$ cat config.mk
export PLATFORM = sky130hd
export DESIGN_NAME = sync_fifo_flags_flat
export DESIGN_NICKNAME = d
export VERILOG_FILES = /design/src/rtl/fifo_pkg.sv /design/src/rtl/sync_fifo_flags_if.sv /design/src/rtl/fifo_mem.sv /design/src/rtl/sync_fifo_flags.sv /design/src/flat_wrapper.sv
export SDC_FILE = /design/constraint.sdc
export NUM_CORES = 1
export LEC_CHECK = 0
export CORE_UTILIZATION = 40
export CTS_CLUSTER_SIZE = 12
export DETAILED_ROUTE_END_ITERATION = 10
export PLACE_DENSITY = 0.59
export SYNTH_ARGS = -nofsm -noshare
export SYNTH_HDL_FRONTEND = slang
export SYNTH_SLANG_ARGS = --single-unit
$ cat constraint.sdc
create_clock -name clk -period 3.2 [get_ports clk]
set_input_delay 0.48 -clock clk [delete_from_list [all_inputs] [get_ports clk]]
set_output_delay 0.48 -clock clk [all_outputs]
set_load 0.02 [all_outputs]
$ cat src/rtl/fifo_pkg.sv
// Shared types and helpers for the flagged sync FIFO.
// Pointer sizing, output mode constants, flag bundle.
package fifo_pkg;

  localparam int FIFO_MODE_STD  = 0;
  localparam int FIFO_MODE_FWFT = 1;

  typedef struct packed {
    logic empty;
    logic full;
    logic almost_empty;
    logic almost_full;
  } fifo_flags_t;

  function automatic int clog2(input int n);
    int r;
    int v;
    r = 0;
    v = n - 1;
    while (v > 0) begin
      r = r + 1;
      v = v >> 1;
    end
    return r;
  endfunction

endpackage

$ cat src/rtl/sync_fifo_flags_if.sv
// Producer/consumer bundle for the flagged sync FIFO.
// master drives requests, slave is the FIFO itself.
interface sync_fifo_flags_if
  import fifo_pkg::*;
#(
  parameter int WIDTH = 8,
  parameter int DEPTH = 8
);

  localparam int CW = clog2(DEPTH) + 1;

  logic          wr_en;
  logic [WIDTH-1:0] din;
  logic          rd_en;
  logic          flush;
  logic          clear_err;
  logic [WIDTH-1:0] dout;
  logic          empty;
  logic          full;
  logic          almost_full;
  logic          almost_empty;
  logic [CW-1:0] count;
  logic          overflow;
  logic          underflow;

  modport master (
    output wr_en, din, rd_en,
    output flush, clear_err,
    input  dout, empty, full,
    input  almost_full, almost_empty,
    input  count, overflow, underflow
  );

  modport slave (
    input  wr_en, din, rd_en,
    input  flush, clear_err,
    output dout, empty, full,
    output almost_full, almost_empty,
    output count, overflow, underflow
  );

endinterface

$ cat src/rtl/fifo_mem.sv
// Dual-port storage: sync write, async read.
// Kept separate so a vendor RAM can drop in.
module fifo_mem #(
  parameter int WIDTH = 8,
  parameter int DEPTH = 8,
  parameter int AW    = 3
) (
  input  logic             clk,
  input  logic             we,
  input  logic [AW-1:0]    waddr,
  input  logic [WIDTH-1:0] wdata,
  input  logic [AW-1:0]    raddr,
  output logic [WIDTH-1:0] rdata
);

  logic [WIDTH-1:0] mem [DEPTH];

  // Storage needs no reset; contents are don't-care.
  always_ff @(posedge clk) begin
    if (we) mem[waddr] <= wdata;
  end

  assign rdata = mem[raddr];

endmodule

$ cat src/rtl/sync_fifo_flags.sv
// Single-clock FIFO with count, threshold flags,
// flush, sticky errors and optional fall-through.
module sync_fifo_flags
  import fifo_pkg::*;
#(
  parameter int WIDTH    = 8,
  parameter int DEPTH    = 8,
  parameter int FWFT     = FIFO_MODE_STD,
  parameter int AF_LEVEL = DEPTH - 2,
  parameter int AE_LEVEL = 2
) (
  input logic clk,
  input logic rst_n,
  sync_fifo_flags_if.slave bus
);

  localparam int AW = clog2(DEPTH);
  localparam int PW = AW + 1;

  localparam logic [PW-1:0] ONE = PW'(1);
  localparam logic [PW-1:0] AF_L = PW'(AF_LEVEL);
  localparam logic [PW-1:0] AE_L = PW'(AE_LEVEL);

  if ((DEPTH < 2) || ((DEPTH & (DEPTH - 1)) != 0))
  begin : g_bad_depth
    $fatal(1, "DEPTH must be a power of two >= 2");
  end
  if (AF_LEVEL > DEPTH) begin : g_bad_af
    $fatal(1, "AF_LEVEL exceeds DEPTH");
  end
  if (AE_LEVEL >= DEPTH) begin : g_bad_ae
    $fatal(1, "AE_LEVEL must be below DEPTH");
  end
  if (WIDTH < 1) begin : g_bad_w
    $fatal(1, "WIDTH must be at least 1");
  end

  logic [PW-1:0] wr_ptr;
  logic [PW-1:0] rd_ptr;
  logic [PW-1:0] cnt;
  logic          ovf;
  logic          udf;
  logic          wr_acc;
  logic          rd_acc;
  logic          we;
  logic [WIDTH-1:0] rdata;
  fifo_flags_t   flags;

  // Flags come straight off registered state.
  always_comb begin
    flags = '0;
    flags.empty = (wr_ptr == rd_ptr);
    flags.full  =
      (wr_ptr[AW-1:0] == rd_ptr[AW-1:0]) &&
      (wr_ptr[AW] != rd_ptr[AW]);
    flags.almost_empty = (cnt <= AE_L);
    flags.almost_full  = (cnt >= AF_L);
  end

  // A read frees a slot, so full+read admits a write.
  assign rd_acc = bus.rd_en & ~flags.empty;
  assign wr_acc = bus.wr_en &
                  (~flags.full | rd_acc);
  assign we     = wr_acc & ~bus.flush;

  fifo_mem #(
    .WIDTH (WIDTH),
    .DEPTH (DEPTH),
    .AW    (AW)
  ) u_mem (
    .clk   (clk),
    .we    (we),
    .waddr (wr_ptr[AW-1:0]),
    .wdata (bus.din),
    .raddr (rd_ptr[AW-1:0]),
    .rdata (rdata)
  );

  // Pointer and occupancy tracking; flush wins.
  always_ff @(posedge clk or negedge rst_n) begin
    if (!rst_n) begin
      wr_ptr <= '0;
      rd_ptr <= '0;
      cnt    <= '0;
    end else if (bus.flush) begin
      wr_ptr <= '0;
      rd_ptr <= '0;
      cnt    <= '0;
    end else begin
      if (wr_acc) wr_ptr <= wr_ptr + ONE;
      if (rd_acc) rd_ptr <= rd_ptr + ONE;
      unique case ({wr_acc, rd_acc})
        2'b10:   cnt <= cnt + ONE;
        2'b01:   cnt <= cnt - ONE;
        default: cnt <= cnt;
      endcase
    end
  end

  // Sticky errors; a fresh error beats clear_err.
  always_ff @(posedge clk or negedge rst_n) begin
    if (!rst_n) begin
      ovf <= 1'b0;
      udf <= 1'b0;
    end else begin
      if (!bus.flush && bus.wr_en && !wr_acc)
        ovf <= 1'b1;
      else if (bus.clear_err)
        ovf <= 1'b0;
      if (!bus.flush && bus.rd_en && !rd_acc)
        udf <= 1'b1;
      else if (bus.clear_err)
        udf <= 1'b0;
    end
  end

  if (FWFT == FIFO_MODE_FWFT) begin : g_fwft
    // Head word shows through whenever present.
    assign bus.dout = flags.empty ? '0 : rdata;
  end else begin : g_std
    logic [WIDTH-1:0] dout_q;

    // Registered read: load on an accepted pop.
    always_ff @(posedge clk or negedge rst_n) begin
      if (!rst_n)
        dout_q <= '0;
      else if (bus.flush)
        dout_q <= '0;
      else if (rd_acc)
        dout_q <= rdata;
    end

    assign bus.dout = dout_q;
  end

  assign bus.empty        = flags.empty;
  assign bus.full         = flags.full;
  assign bus.almost_empty = flags.almost_empty;
  assign bus.almost_full  = flags.almost_full;
  assign bus.count        = cnt;
  assign bus.overflow     = ovf;
  assign bus.underflow    = udf;

endmodule

$ cat src/flat_wrapper.sv
// flat-port wrapper written by rule: the top's interface ports become plain ports
module sync_fifo_flags_flat import fifo_pkg::*;
#(
  parameter int WIDTH    = 8,
  parameter int DEPTH    = 8,
  parameter int FWFT     = FIFO_MODE_STD,
  parameter int AF_LEVEL = DEPTH - 2,
  parameter int AE_LEVEL = 2
)
  (clk, rst_n, bus_wr_en, bus_din, bus_rd_en, bus_flush, bus_clear_err, bus_dout, bus_empty, bus_full, bus_almost_full, bus_almost_empty, bus_count, bus_overflow, bus_underflow);
  sync_fifo_flags_if #(.WIDTH(WIDTH), .DEPTH(DEPTH)) bus_i ();
  input logic clk;
  input logic rst_n;
  input wire logic [$bits(bus_i.wr_en)-1:0] bus_wr_en;
  input wire logic [$bits(bus_i.din)-1:0] bus_din;
  input wire logic [$bits(bus_i.rd_en)-1:0] bus_rd_en;
  input wire logic [$bits(bus_i.flush)-1:0] bus_flush;
  input wire logic [$bits(bus_i.clear_err)-1:0] bus_clear_err;
  output wire logic [$bits(bus_i.dout)-1:0] bus_dout;
  output wire logic [$bits(bus_i.empty)-1:0] bus_empty;
  output wire logic [$bits(bus_i.full)-1:0] bus_full;
  output wire logic [$bits(bus_i.almost_full)-1:0] bus_almost_full;
  output wire logic [$bits(bus_i.almost_empty)-1:0] bus_almost_empty;
  output wire logic [$bits(bus_i.count)-1:0] bus_count;
  output wire logic [$bits(bus_i.overflow)-1:0] bus_overflow;
  output wire logic [$bits(bus_i.underflow)-1:0] bus_underflow;
  assign bus_i.wr_en = bus_wr_en;
  assign bus_i.din = bus_din;
  assign bus_i.rd_en = bus_rd_en;
  assign bus_i.flush = bus_flush;
  assign bus_i.clear_err = bus_clear_err;
  assign bus_dout = bus_i.dout;
  assign bus_empty = bus_i.empty;
  assign bus_full = bus_i.full;
  assign bus_almost_full = bus_i.almost_full;
  assign bus_almost_empty = bus_i.almost_empty;
  assign bus_count = bus_i.count;
  assign bus_overflow = bus_i.overflow;
  assign bus_underflow = bus_i.underflow;
  sync_fifo_flags #(.WIDTH(WIDTH), .DEPTH(DEPTH), .FWFT(FWFT), .AF_LEVEL(AF_LEVEL), .AE_LEVEL(AE_LEVEL)) u_core (.clk(clk), .rst_n(rst_n), .bus(bus_i));
endmodule
; ---- After elaboration in Yosys (flattened, before gate mapping)
; Memory sizes are Yosys's and may differ from the RTL's.
; Index checks and enable logic that the tools add are counted.
[totals]
reg_bits = 22
ram_bits = 64
inputBits = 14
out_inout_bits = 18
word_cells = 51
mem_count = 1
[op_classes]
add_sub_neg = 4
n_lt_le_gt_ge = 2
n_eq_ne = 5
muxes = 13
bitwise = 7
reduce_logical = 13
[mem_list]
columns = name, words, width, read_ports, rd_ports_with_merged_regs, wr, line
row1 = u_core.u_mem.mem, 8, 8, 1, 0, 1, fifo_mem.sv:16  ; logic [WIDTH-1:0] mem [DEPTH];
[op_table]
columns = cell, n
row1 = $mux 4, 5
row2 = $mux 8, 2
row3 = $add 4x1->4 const B, 3
row4 = $pmux 4 s2, 1
row5 = $reduce_bool 2->1, 4
row6 = $logic_and 1x1->1, 5
row7 = $mux 1, 5
row8 = $eq 4x4->1, 1
row9 = $ge 4x3->1 const B, 1
row10 = $le 4x2->1 const B, 1
row11 = $sub 4x1->4 const B, 1
row12 = $and 1x1->1, 3
row13 = $eq 3x3->1, 1
row14 = $logic_not 1->1, 3
row15 = $not 1->1, 3
row16 = $reduce_bool 3->1, 1
row17 = $eq 2x1->1 const B, 1
row18 = $eq 2x2->1 const B, 1
row19 = $ne 1x1->1, 1
row20 = $or 1x1->1, 1

; ---- Logic depth before layout (Yosys ltp)
; Gate-level depths: netlist of run 1.
[depth]
ltp_word = 8
depth_mapped = 11
depth_no_buf = 10

; ---- Modules after synthesis
; A second synthesis of run 1 with hierarchy kept.
[hier_totals]
cells_unflattened = 218
hier_area_um2 = 3769.9
[by_module_without_submodules]
columns = mod, n_inst, cells_each, area_per_inst_um2, seq_area_each_um2
row1 = fifo_mem, 1, 106, 2531.2, 1921.8
row2 = sync_fifo_flags, 1, 112, 1238.7, 550.5

; ---- Worst setup path before layout of run 1
; No wires, ideal clock.
[synth_timing]
kind = register -> register
from = register u_core.rd_ptr[1]
to = register u_core.cnt[3] (netlist: u_core.bus.count[3])
setup_time_ns = 0.128
t_arrival_ns = 2.530
required_ns = 3.072
path_slack_ns = 0.543
path_stages_with_launch = 12
path_buffers = 1
period_less_slack_ns = 2.657
cell_sequence = dfrtp_1 buf_2 xnor2_2 nand3_2 nor2_1 nor3_1 ha_1 a21oi_1 nand2_1 nor3b_1 a31oi_1 mux2_1
[synth_between]
elab_chain_cells = 8
elab_cells_between_ends = 13
cone_classes = eq/ne (4) / mux (2) / bitwise (5) / reduce/logical (2)
[synth_lines]
columns = item, line
row1 = from (decl), sync_fifo_flags.sv:39  ; logic [PW-1:0] rd_ptr;
row2 = from (signal assigned), sync_fifo_flags.sv:91  ; if (rd_acc) rd_ptr <= rd_ptr + ONE;
row3 = $eq 4x4->1 (*), sync_fifo_flags.sv:52  ; flags.empty = (wr_ptr == rd_ptr);
row4 = net bus_empty, flat_wrapper.sv:20  ; output wire logic [$bits(bus_i.empty)-1:0] bus_empty;
row5 = $not 1->1 (*), sync_fifo_flags.sv:61  ; assign rd_acc = bus.rd_en & ~flags.empty;
row6 = $and 1x1->1 (*), sync_fifo_flags.sv:61
row7 = $or 1x1->1, sync_fifo_flags.sv:63  ; (~flags.full | rd_acc);
row8 = $and 1x1->1, sync_fifo_flags.sv:62  ; assign wr_acc = bus.wr_en &
row9 = $eq 2x1->1 or $eq 2x2->1 (tied branches), sync_fifo_flags.sv:92  ; unique case ({wr_acc, rd_acc})
row10 = $pmux 4 s2, sync_fifo_flags.sv:92
row11 = $mux 4, sync_fifo_flags.sv:85  ; end else if (bus.flush) begin
row12 = to (signal assigned), sync_fifo_flags.sv:93  ; 2'b10: cnt <= cnt + ONE;
row13 = to (signal assigned), sync_fifo_flags.sv:94  ; 2'b01: cnt <= cnt - ONE;
row14 = to (signal assigned), sync_fifo_flags.sv:95  ; default: cnt <= cnt;
row15 = to (decl), sync_fifo_flags.sv:40  ; logic [PW-1:0] cnt;
; The timed path passes the listed nets; every way through them passes the cells marked *.
; A chain may end at the register's enable or synchronous reset.

; ---- Worst setup path in the final report of run 1
[layout_timing]
from = register u_core.wr_ptr[1]
to = register u_core.cnt[3] (netlist: u_core.bus.count[3])
[layout_between]
elab_chain_cells = 8
elab_cells_between_ends = 13
cone_classes = eq/ne (4) / mux (2) / bitwise (5) / reduce/logical (2)
[layout_lines]
columns = item, line
row1 = from (decl), sync_fifo_flags.sv:38  ; logic [PW-1:0] wr_ptr;
row2 = from (signal assigned), sync_fifo_flags.sv:90  ; if (wr_acc) wr_ptr <= wr_ptr + ONE;
row3 = $eq 4x4->1 or $eq 3x3->1 (tied branches), "sync_fifo_flags.sv:52, sync_fifo_flags.sv:54"
row4 = $not 1->1 or $logic_and 1x1->1 (tied branches), "sync_fifo_flags.sv:61, sync_fifo_flags.sv:54"
row5 = $and 1x1->1 or $not 1->1 (tied branches), "sync_fifo_flags.sv:61, sync_fifo_flags.sv:63"
row6 = $or 1x1->1, sync_fifo_flags.sv:63
row7 = $and 1x1->1, sync_fifo_flags.sv:62
row8 = $eq 2x1->1 or $eq 2x2->1 (tied branches), sync_fifo_flags.sv:92
row9 = $pmux 4 s2, sync_fifo_flags.sv:92
row10 = $mux 4, sync_fifo_flags.sv:85
; Parallel ways exist; a longest one is shown, timed or not.

==> qor.yml, run 1 <==
chipHeight_um: 97.9
grt_pass1_vias: 1996
synth_edf_count: 64
grt_pass1_wl_um: 10700
relSlewSlack: 0.407
num_antenna_cells: 0
clock_latency_ps: 360
hpwl_um: 4250
p_total_w: 0.00259
synth_cell_type_count: 39
yosysSeqAreaShare: 0.672
post_drt_wl_per_cell_um: 17.7
portBuffers: 31
drive_gt1_frac: 0.198
grt_max_degree: 23
hold_violations: 0
fmax_mhz: 374
hold_buffers: 0
dpl_cell_area_um2: 4160
ir_drop_mv: 0.308
antenna_found_initial: 0
clock-sinks: 86
grt_usage: 0.153
highest_layer: "met4"
min_period_ps: 2670
pwr_density_cell_nw_per_um2: 596
finalNetCount: 282
synth_compound_area_frac: 0.0463
remaining_drc_errors: 2
gp_congestion: 0.719
viasPerCell: 5.18
layout_commonest_cell: "edfxtp_1"
netlist_area_um2: 3680
drt_iter0_markers: 110
synth_top_family_by_area: "multiplexers"
path_class: "reg2reg"
syn_avg_cell_area_um2: 16.8
ys_warn_count: 0
syn_nets: 238
cts.repair.resized: 0
critPathLaunchType: "register"
design_area_um2: 4350
path_clk_slew_ps: 90
clk_path_buf_depth: 2
violations: "design-rule violations"
die_area_um2: 9580
slew_violations: 0
finClkSkew_ps: 11.5
critical_path_arrival_ps: 2910
synthSimpleGateAreaFrac: 0.0650
syn_to_final_growth_pct: 18.1
crit_required_ps: 3440
num_vias: 1947
crit_fanout: 10
tritoncts: "done"
synthMuxAreaShare: 0.140
synth_cells: 219
io_pins: 32
synth_ff_type: "edfxtp_1"
r2r_setup_slack_ps: 530
p_leak_nw: 1.51
wl_met2_um: 3120
htree_levels: 3
synth_async_sr_flop_share: 0.256
run_status: "complete, but fails checks"
cts_made_buffers: 9
synthAdderAreaFrac: 0.0190
ant_nets: 0
initial_utilization: 0.418
drtPass1Iterations: 7
cap_viol_max_count: 0
row_count: 34
min_path_type: "in2async"
layout_common_cells: "edfxtp_1, clkdlybuf4s50_1, nor2_1, dfrtp_1, mux4_2"
coreArea_um2: 8810
post-route-util: 0.493
tightest_slew_ps: 887
fin_crit_sh: 0.835
post-cts-setup-buffer-count: 0
setup_tns_ps: 0
met3_length_um: 199
met1_length_um: 3220
wirelength_um: 6640
yosys_register_bits: 86
cp-end-kind: "register"
die_x_um: 97.9
rsz0062_at_grt: "false"
synth_xor_area_frac: 0.0367
final-setup-viol-count: 0
overflow: 0
cts_root_buf: "clkbuf_8"
## layer usage
layer,track usage,vias to the layer above
met1,0.196,973
met4,0.0490,0
met2,0.249,33
met5,0,-
met3,0.0458,10
li1,-,931
## cell type report
cell class | instances | area (µm²)
clock inverter | 7 | 57.6
sequential | 86 | 2470
clock buffer | 9 | 124
tap | 108 | 135
inverter | 3 | 11.3
timing repair buffer | 45 | 415
multi-input combinational | 118 | 1130
fill | 757 | 4460
## cell usage after synthesis, types with 2 or more instances
master | count | area share
ha_1 | 4 | 0.014
buf_2 | 4 | 0.0054
xor2_1 | 5 | 0.012
clkbuf_1 | 4 | 0.0041
inv_1 | 3 | 0.0031
mux2i_1 | 11 | 0.030
nand3_1 | 2 | 0.0027
a211oi_1 | 9 | 0.018
mux4_2 | 16 | 0.098
nor2_1 | 27 | 0.028
xnor2_1 | 3 | 0.0071
nor3_1 | 3 | 0.0041
xnor2_2 | 4 | 0.018
edfxtp_1 | 64 | 0.52
nand2b_1 | 4 | 0.0068
buf_4 | 2 | 0.0041
mux2_1 | 4 | 0.012
nand2_1 | 6 | 0.0061
nor2b_1 | 2 | 0.0034
or3_1 | 2 | 0.0034
dfrtp_1 | 22 | 0.15
## worst max-delay path: stages, from the launching register on
cell	delay (ps)
dfrtp_1	490
xnor2_2	200
nand3_2	180
nor2_1	80
nor3_1	360
ha_1	360
a21oi_1	170
nand2_1	90
nor3b_1	210
a31oi_1	80
mux2_1	330
## report_power, final
group / leakage (nW) / internal, W / total [W] / switching [W]
Clock: 0.0898 / 0.000293 / 0.000702 / 0.000409
Combinational: 0.543 / 0.000289 / 0.000582 / 0.000293
Sequential: 0.874 / 0.00125 / 0.00130 / 0.0000498
## cell families after synthesis
group | Yosys count
XOR/XNOR | 12
AO/OA/AOI/OAI | 19
buffers and inverters | 15
adder cells (fa/ha/maj) | 5
AND/OR/NAND/NOR | 51
multiplexers | 31
flip-flops | 86
## path summary, 6_finish.rpt
kind                            depth (start not counted)            startpoint                   end
worst max register to register                         10      u_core.wr_ptr[1]   u_core.bus.count[3]
worst min register to register                          2  u_core.bus.underflow  u_core.bus.underflow
worst max-delay path                                   10      u_core.wr_ptr[1]   u_core.bus.count[3]
min in group clk                                        2  u_core.bus.underflow  u_core.bus.underflow
max in group asynchronous                               2                 rst_n    u_core.bus.dout[1]
worst min-delay path                                    2                 rst_n   u_core.bus.count[1]
## per-stage QoR
step,instances,setup WS (ps),hold slack [ps]
floorplan,219,543,184
global placement,360,339,503
detailed placement,360,229,480
CTS,376,545,471
global route,376,300,481
finish,376,529,474
## state kept, by name, indices dropped and copies added (netlist names)
| register | cells |
|---|---|
| u_core.u_mem.mem | 64 |
| u_core.bus.overflow | 1 |
| u_core.bus.count | 4 |
| u_core.bus.underflow | 1 |
| u_core.rd_ptr | 4 |
| u_core.wr_ptr | 4 |
| u_core.bus.dout | 8 |
Note: power is estimated with default switching activity, not from simulation.
==> run 2, diff against run 1 <==
- PLACE_DENSITY: 0.59 -> 0.61
- clock period: 3.2 -> 2.2 ns (I/O delays scaled with it)
==> run 2 against run 1 <==
  * Largest cell class unchanged
  * Largest power group unchanged
  * Register-to-register slack got worse by 420 ps
  * Sequential power rose by 46%
  * Die area did not move
  * Clock power rose by 57%
  * The run still ends with design-rule violations left
  * Final cell count rose by 4.8%
  * Fmax rose by 28%
  * Via count rose by 5.8%
  * Non-clock buffer count rose by 18
  * Critical path depth did not move
  * Combinational power rose by 64%
==> qor.yml, run 2 (same netlist as run 1, synthesis figures left out) <==
run_status: "complete, but fails checks"
violations: "design-rule violations"
initial_utilization: 0.418  # unchanged
crit_fanout: 3  # -7
pwr_density_cell_nw_per_um2: 860  # +44%
overflow: 0  # unchanged
largest_reg_flops: 64  # unchanged
coreArea_um2: 8810  # unchanged
die_x_um: 97.9  # unchanged
ant_nets: 0  # unchanged
critPathLaunch: "u_core.wr_ptr[0]"
seqPwrFrac: 0.481  # -0.023
clk_path_buf_depth: 2  # unchanged
tightest_slew_ps: 718  # -169 ps
row_count: 34  # unchanged
grt_pass1_wl_um: 11600  # +8.7%
min_path_type: "in2async"
hold_violations: 0  # unchanged
ir_drop_mv: 0.341  # +11%
internal_power_w: 0.00286  # +56%
swShare: 0.278  # -0.0126
critical_path_arrival_ps: 2310  # -600 ps
relSlewSlack: 0.520  # +0.113
grt_usage: 0.163  # +0.0107
cts_root_buf: "clkbuf_8"
rsz0062_at_grt: "true"
antenna_found_initial: 0  # unchanged
power_switching_w: 0.00110  # +46%
final-setup-viol-count: 0  # unchanged
grt_max_degree: 26  # +13%
p_leak_nw: 1.62  # +7.5%
fmax_mhz: 479  # +28%
io_pins: 32  # unchanged
post_drt_wl_per_cell_um: 17.7  # +0.45%
worstSetupEndpoint: "u_core.bus.count[3]"
gp_congestion: 0.694  # -3.4%
layout_commonest_cell: "edfxtp_1"
post-route-util: 0.523  # +0.0298
clockPowerShare: 0.278  # +0.007
combPwrFrac: 0.241  # +0.016
r2r_setup_slack_ps: 110  # -420 ps
htree_levels: 3  # unchanged
top_register: "u_core.u_mem.mem"
num_vias: 2059  # +5.8%
grt_pass1_vias: 2142  # +7.3%
num_antenna_cells: 0  # unchanged
cp-end-kind: "register"
slew_violations: 0  # unchanged
die_area_um2: 9580  # unchanged
dp_cells: 378  # +5.0%
path_class: "reg2reg"
viasPerCell: 5.23  # +0.92%
clock_latency_ps: 340  # -20 ps
ff2ff_path_depth: 10  # unchanged
fin_crit_sh: 0.950  # +0.115
drt_iter0_markers: 81  # -26%
portBuffers: 31  # unchanged
rr_startpoint: "u_core.wr_ptr[0]"
crit_required_ps: 2420  # -1020 ps
r2r-end: "u_core.bus.count[3]"
syn_to_final_growth_pct: 25.3
drive_gt1_frac: 0.290  # +0.0924
wirelength_um: 6990  # +5.3%
cap_viol_max_count: 0  # unchanged
min_period_ps: 2090  # -582 ps
tritoncts: "done"
clock-sinks: 86  # unchanged
layout_common_cells: "edfxtp_1, buf_4, clkdlybuf4s50_1, nor2_1, dfrtp_1"
cts_made_buffers: 9  # unchanged
register_area_um2: 2480  # +0.20%
finalNetCount: 300  # +6.4%
layout.cells.non_filler: 394  # +4.8%
hpwl_um: 4690  # +10%
remaining_drc_errors: 6  # +4
critPathLaunchType: "register"
post-cts-setup-buffer-count: 0  # unchanged
setup_tns_ps: 0  # unchanged
chipHeight_um: 97.9  # unchanged
finClkSkew_ps: 7.99  # -3.48 ps
fin_hold_ws_ps: 414  # -60.0 ps
drtPass1Iterations: 7  # unchanged
path_clk_slew_ps: 90  # about the same
multiInputGateArea_um2: 1220  # +8.4%
fill_cells: 732  # -3.3%
## run 2: changes by cell type in the layout (fill, tap and decap cells not counted), sizes merged
cell	change
buf	+18
clkdlybuf4s50	-2
dlygate4sd2	+2
bufinv	+1
clkbuf	+1
clkinv	-1
inv	-1
## run 2: worst min-delay path by stage
| stage | start | end | slack [ps] | cells after the start |
|---|---|---|---|---|
| 3_3_place_gp | u_core.bus.underflow | u_core.bus.underflow | 480 | 2 |
| 2_1_floorplan | rst_n | u_core.bus.count[0] | 30 | 0 |
| 4_1_cts | rst_n | u_core.wr_ptr[0] | 430 | 1 |
| 6_report | rst_n | u_core.wr_ptr[0] | 410 | 1 |
| 3_5_place_dp | u_core.bus.underflow | u_core.bus.underflow | 490 | 2 |
| 5_1_grt | rst_n | u_core.wr_ptr[0] | 450 | 1 |
## run 2: per-stage QoR
step / worst slack, ps / instance area [µm²] / power, W
4_1_cts: 10.7 / 4590 / 0.00401
6_report: 111 / 4610 / 0.00396
3_5_place_dp: -130 / 4380 / 0.00291
5_1_grt: -0.449 / 4610 / 0.00417
3_3_place_gp: -77.6 / 4380 / 0.00289
2_1_floorplan: -126 / 3760 / 0.00253
## run 2: timing repair
action,in CTS,in global routing
pin swaps,3,5
gates cloned,0,0
hold buffers,0,0
endpoints found under the setup margin,3,17
gates resized for setup,4,5
## run 2: area by class of cell
cell class	count	area share
inverters	3	0.00244
repair buffers	63	0.122
well taps	108	0.0293
clock buffers	10	0.0277
clock inverters	6	0.0155
multi-input cells	118	0.266
flip-flops and latches	86	0.538
## run 2: worst max-delay path, cell delays in order, from the launching register on
cell     delay [ps]
dfrtp_2         450
xnor2_4         210
nand3_4         120
nor2_4          140
nor3_4           60
ha_4            270
nand3_1          70
nand2_1         110
nor3b_2          60
a31oi_1         150
mux2_1          340
## run 2: routing by layer
metal	global-route usage	part of all wire	vias to the layer above
met3	0.0372	0.035	4
met4	0.0490	0.0076	0
met1	0.225	0.47	1054
met5	0	0	-
li1	-	-	966
met2	0.261	0.49	35
## run 2: power by group through the flow
stage	Sequential [W]	Clock [W]	Combinational [W]
global placement	0.00194	0	0.000957
detailed placement	0.00194	0	0.000968
floorplan	0.00199	0	0.000541
CTS	0.00191	0.00114	0.000961
global route	0.00192	0.00121	0.00104
finish	0.00190	0.00110	0.000957
==> run 3, diff against run 2 <==
- ABC_AREA: unset -> 1
- REMOVE_ABC_BUFFERS: unset -> 1
- SLEW_MARGIN: unset -> 10
==> run 3 against run 2 <==
  * The flow now finishes without violations
  * Synthesized cell count up 59%
  * Non-clock buffer count down 9
  * Final cell count up 35%
  * Power up 14%
  * Critical path depth down 3
  * Core utilization down 2.4 points
  * Global-route usage up 1.3 points
  * Hold slack worse by 95 ps
  * Sequential cell count unchanged
  * Critical path type is now reg2out
==> qor.yml, run 3 <==
run_status: "complete, no violations"
drtPass1Iterations: 4  # -3
synth_xor_area_frac: 0.00674  # -0.0300
synth_top_cell_by_area: "edfxtp_1"
tritoncts: "done"
synthSimpleGateAreaFrac: 0.201  # +0.136
internal_power_w: 0.00289  # +1.1%
critPathLaunchType: "register"
hold_buffers: 0  # unchanged
overflow: 0  # unchanged
antenna_found_initial: 0  # unchanged
drt_iter0_markers: 128  # +58%
cts_root_buf: "clkbuf_8"
top_register: "u_core.u_mem.mem"
synth_top_family_by_area: "simple AND/OR/NAND/NOR gates"
synthTopCellsByCount: "edfxtp_1, nand2_1, nor2_1"
gp_congestion: 0.775  # +12%
p_leak_nw: 1.82  # +13%
fin_crit_sh: 0.933  # -0.0166
viasPerCell: 5.05  # -3.3%
path_cells: "nand2_1, nand2_2, nor2_4, nand2_4, buf_4, inv_1, dlygate4sd2_1"
fmax_mhz: 487  # +1.8%
netlist_area_um2: 3900  # +6.0%
p_total_w: 0.00451  # +14%
wirelength_um: 8130  # +16%
r2r_setup_slack_ps: 190  # +80 ps
path_clk_slew_ps: 90  # about the same
synth_compound_area_frac: 0.0889  # +0.0426
ant_nets: 0  # unchanged
grt_usage: 0.176  # +0.0126
pwr_density_cell_nw_per_um2: 969  # +13%
dp_cells: 512  # +35%
combPwrFrac: 0.324  # +0.083
slew_violations: 0  # unchanged
finalWorstSetupSlack_ps: 147  # +36.4 ps
ff2ff_path_depth: 17  # +7
clockPowerShare: 0.240  # -0.038
syn_to_final_growth_pct: 19.3
num_vias: 2684  # +30%
worstSetupEndpoint: "bus_empty"
io_pins: 32  # unchanged
portBuffers: 31  # unchanged
path_class: "reg2out"
crit_required_ps: 1870  # -550 ps
remaining_drc_errors: 0  # -6
synthMuxAreaShare: 0  # -0.140
post_drt_wl_per_cell_um: 15.3  # -14%
clock_latency_ps: 360  # +20 ps
htree_levels: 3  # unchanged
synth_async_sr_flop_share: 0.256  # unchanged
final-setup-viol-count: 0  # unchanged
power_switching_w: 0.00162  # +47%
clk_path_buf_depth: 2  # unchanged
crit_fanout: 4  # +1
seqPwrFrac: 0.436  # -0.045
row_count: 35  # +2.9%
synth.top_cell.area_share: 0.493  # -0.0297
ys_warn_count: 0  # unchanged
min_path_type: "in2async"
num_antenna_cells: 0  # unchanged
clock-sinks: 86  # unchanged
synth_cells: 349  # +59%
setup_tns_ps: 0  # unchanged
critical_path_arrival_ps: 1720  # -590 ps
initial_utilization: 0.418  # about the same
rr_startpoint: "u_core.wr_ptr[2]"
fill_cells: 861  # +18%
r2r-end: "u_core.bus.count[3]"
grt_pass1_vias: 2434  # +14%
design_area_um2: 4650  # +0.98%
yosys_register_bits: 86  # unchanged
coreArea_um2: 9330  # +5.9%
crit_slowest_cell: "dfrtp_1"
grt_max_degree: 35  # +35%
layout_commonest_cell: "edfxtp_1"
ir_drop_mv: 0.413  # +21%
synth_edf_count: 64  # unchanged
hpwl_um: 5240  # +12%
largest_reg_flops: 64  # unchanged
synthAdderAreaFrac: 0.0180  # -0.00108
cp-end-kind: "output pin"
yosysMostFrequentCell: "edfxtp_1"
synthTopCellsByArea: "edfxtp_1, dfrtp_1, nand2_1, o21ai_0, nor2_1"
drive_gt1_frac: 0.201  # -0.0887
tightest_slew_ps: 391  # -327 ps
layout_common_cells: "edfxtp_1, nand2_1, nor2_1, o21ai_0, clkdlybuf4s50_1"
chipHeight_um: 101  # +2.9%
layout.cells.non_filler: 531  # +35%
finClkSkew_ps: 11.1  # +3.09 ps
relSlewSlack: 0.739  # +0.219
yosysSeqAreaShare: 0.634  # -0.0382
syn_avg_cell_area_um2: 11.2  # -33%
grt_pass1_wl_um: 13100  # +13%
cts_made_buffers: 9  # unchanged
rsz0062_at_grt: "false"
finalNetCount: 416  # +39%
synth_ff_type: "edfxtp_1"
hold_violations: 0  # unchanged
dpl_cell_area_um2: 4410  # +0.66%
dp_worst_setup_slack_ps: 42.2  # +172 ps
die_area_um2: 10100  # +5.9%
swShare: 0.359  # +0.0806
cpPeakStageDelay_ps: 450  # about the same
critPathLaunch: "u_core.rd_ptr[1]"
die_x_um: 101  # +2.9%
synth_cell_type_count: 33  # -15%
cap_viol_max_count: 0  # unchanged
min_period_ps: 2050  # -36.4 ps
## run 3: changes by cell type after synthesis, sizes merged, moves of 5 or more
| cell | delta |
|---|---|
| mux2i | -11 |
| xnor2 | -7 |
| inv | +19 |
| o22ai | +18 |
| mux4 | -16 |
| nand2 | +62 |
| nand3 | +33 |
| a211oi | -9 |
| nor2 | +16 |
| o21ai | +41 |
| clkbuf | +5 |
## run 3: cell type report
cell class / count / area, µm² / area share
clock inverter: 7 / 76.3 / 0.0164
timing repair buffer: 54 / 480 / 0.103
inverter: 23 / 92.6 / 0.0199
clock buffer: 9 / 124 / 0.0266
sequential: 86 / 2470 / 0.532
tap: 129 / 161 / 0.0347
multi-input combinational: 223 / 1240 / 0.267
## run 3: cells by family after synthesis
group / after synthesis
AOI/OAI and AO/OA: 62
xor gates and xnor gates: 3
adders and majority gates: 5
buffers and inverters: 40
DFF: 86
and+or+nand+nor: 153
## run 3: routing by layer
metal  GRT usage  part of all wire
met1       0.244              0.48
met2       0.281              0.46
met3      0.0229             0.045
met4      0.0713             0.013
met5           0                 0
## run 3: what timing repair did
item                                    CTS  global route
pin swaps                                 0             0
endpoints found under the setup margin    2             2
resized for setup                         3             4
setup buffers                             1             2
cloned                                    0             0
## run 3: worst min-delay path by stage
stage,end,slack (ps),depth (start not counted)
finish,u_core.wr_ptr[3],320,2
global placement,u_core.bus.dout[1],500,2
detailed placement,u_core.bus.dout[1],510,2
CTS,u_core.wr_ptr[3],320,2
floorplan,u_core.bus.count[0],30,0
global route,u_core.bus.dout[2],350,2
## run 3: power groups by stage
stage               combinational, W  sequential [W]  clock [W]
CTS                          0.00145         0.00197    0.00111
global route                 0.00162         0.00199    0.00119
detailed placement           0.00145         0.00200          0
global placement             0.00142         0.00200          0
finish                       0.00146         0.00197    0.00108
floorplan                   0.000740         0.00212          0
## run 3: metrics by stage
step / utilization / hold WS [ps]
finish: 0.499 / 320
global route: 0.499 / 355
CTS: 0.495 / 325
detailed placement: 0.473 / 507
global placement: 0.473 / 502
floorplan: - / 34.4
## run 3: worst max-delay path: cells and delay by family (launching register included)
kind	cells	cell delay, ps
buffers and inverters	3	530
DFF	1	450
and+or+nand+nor	4	400
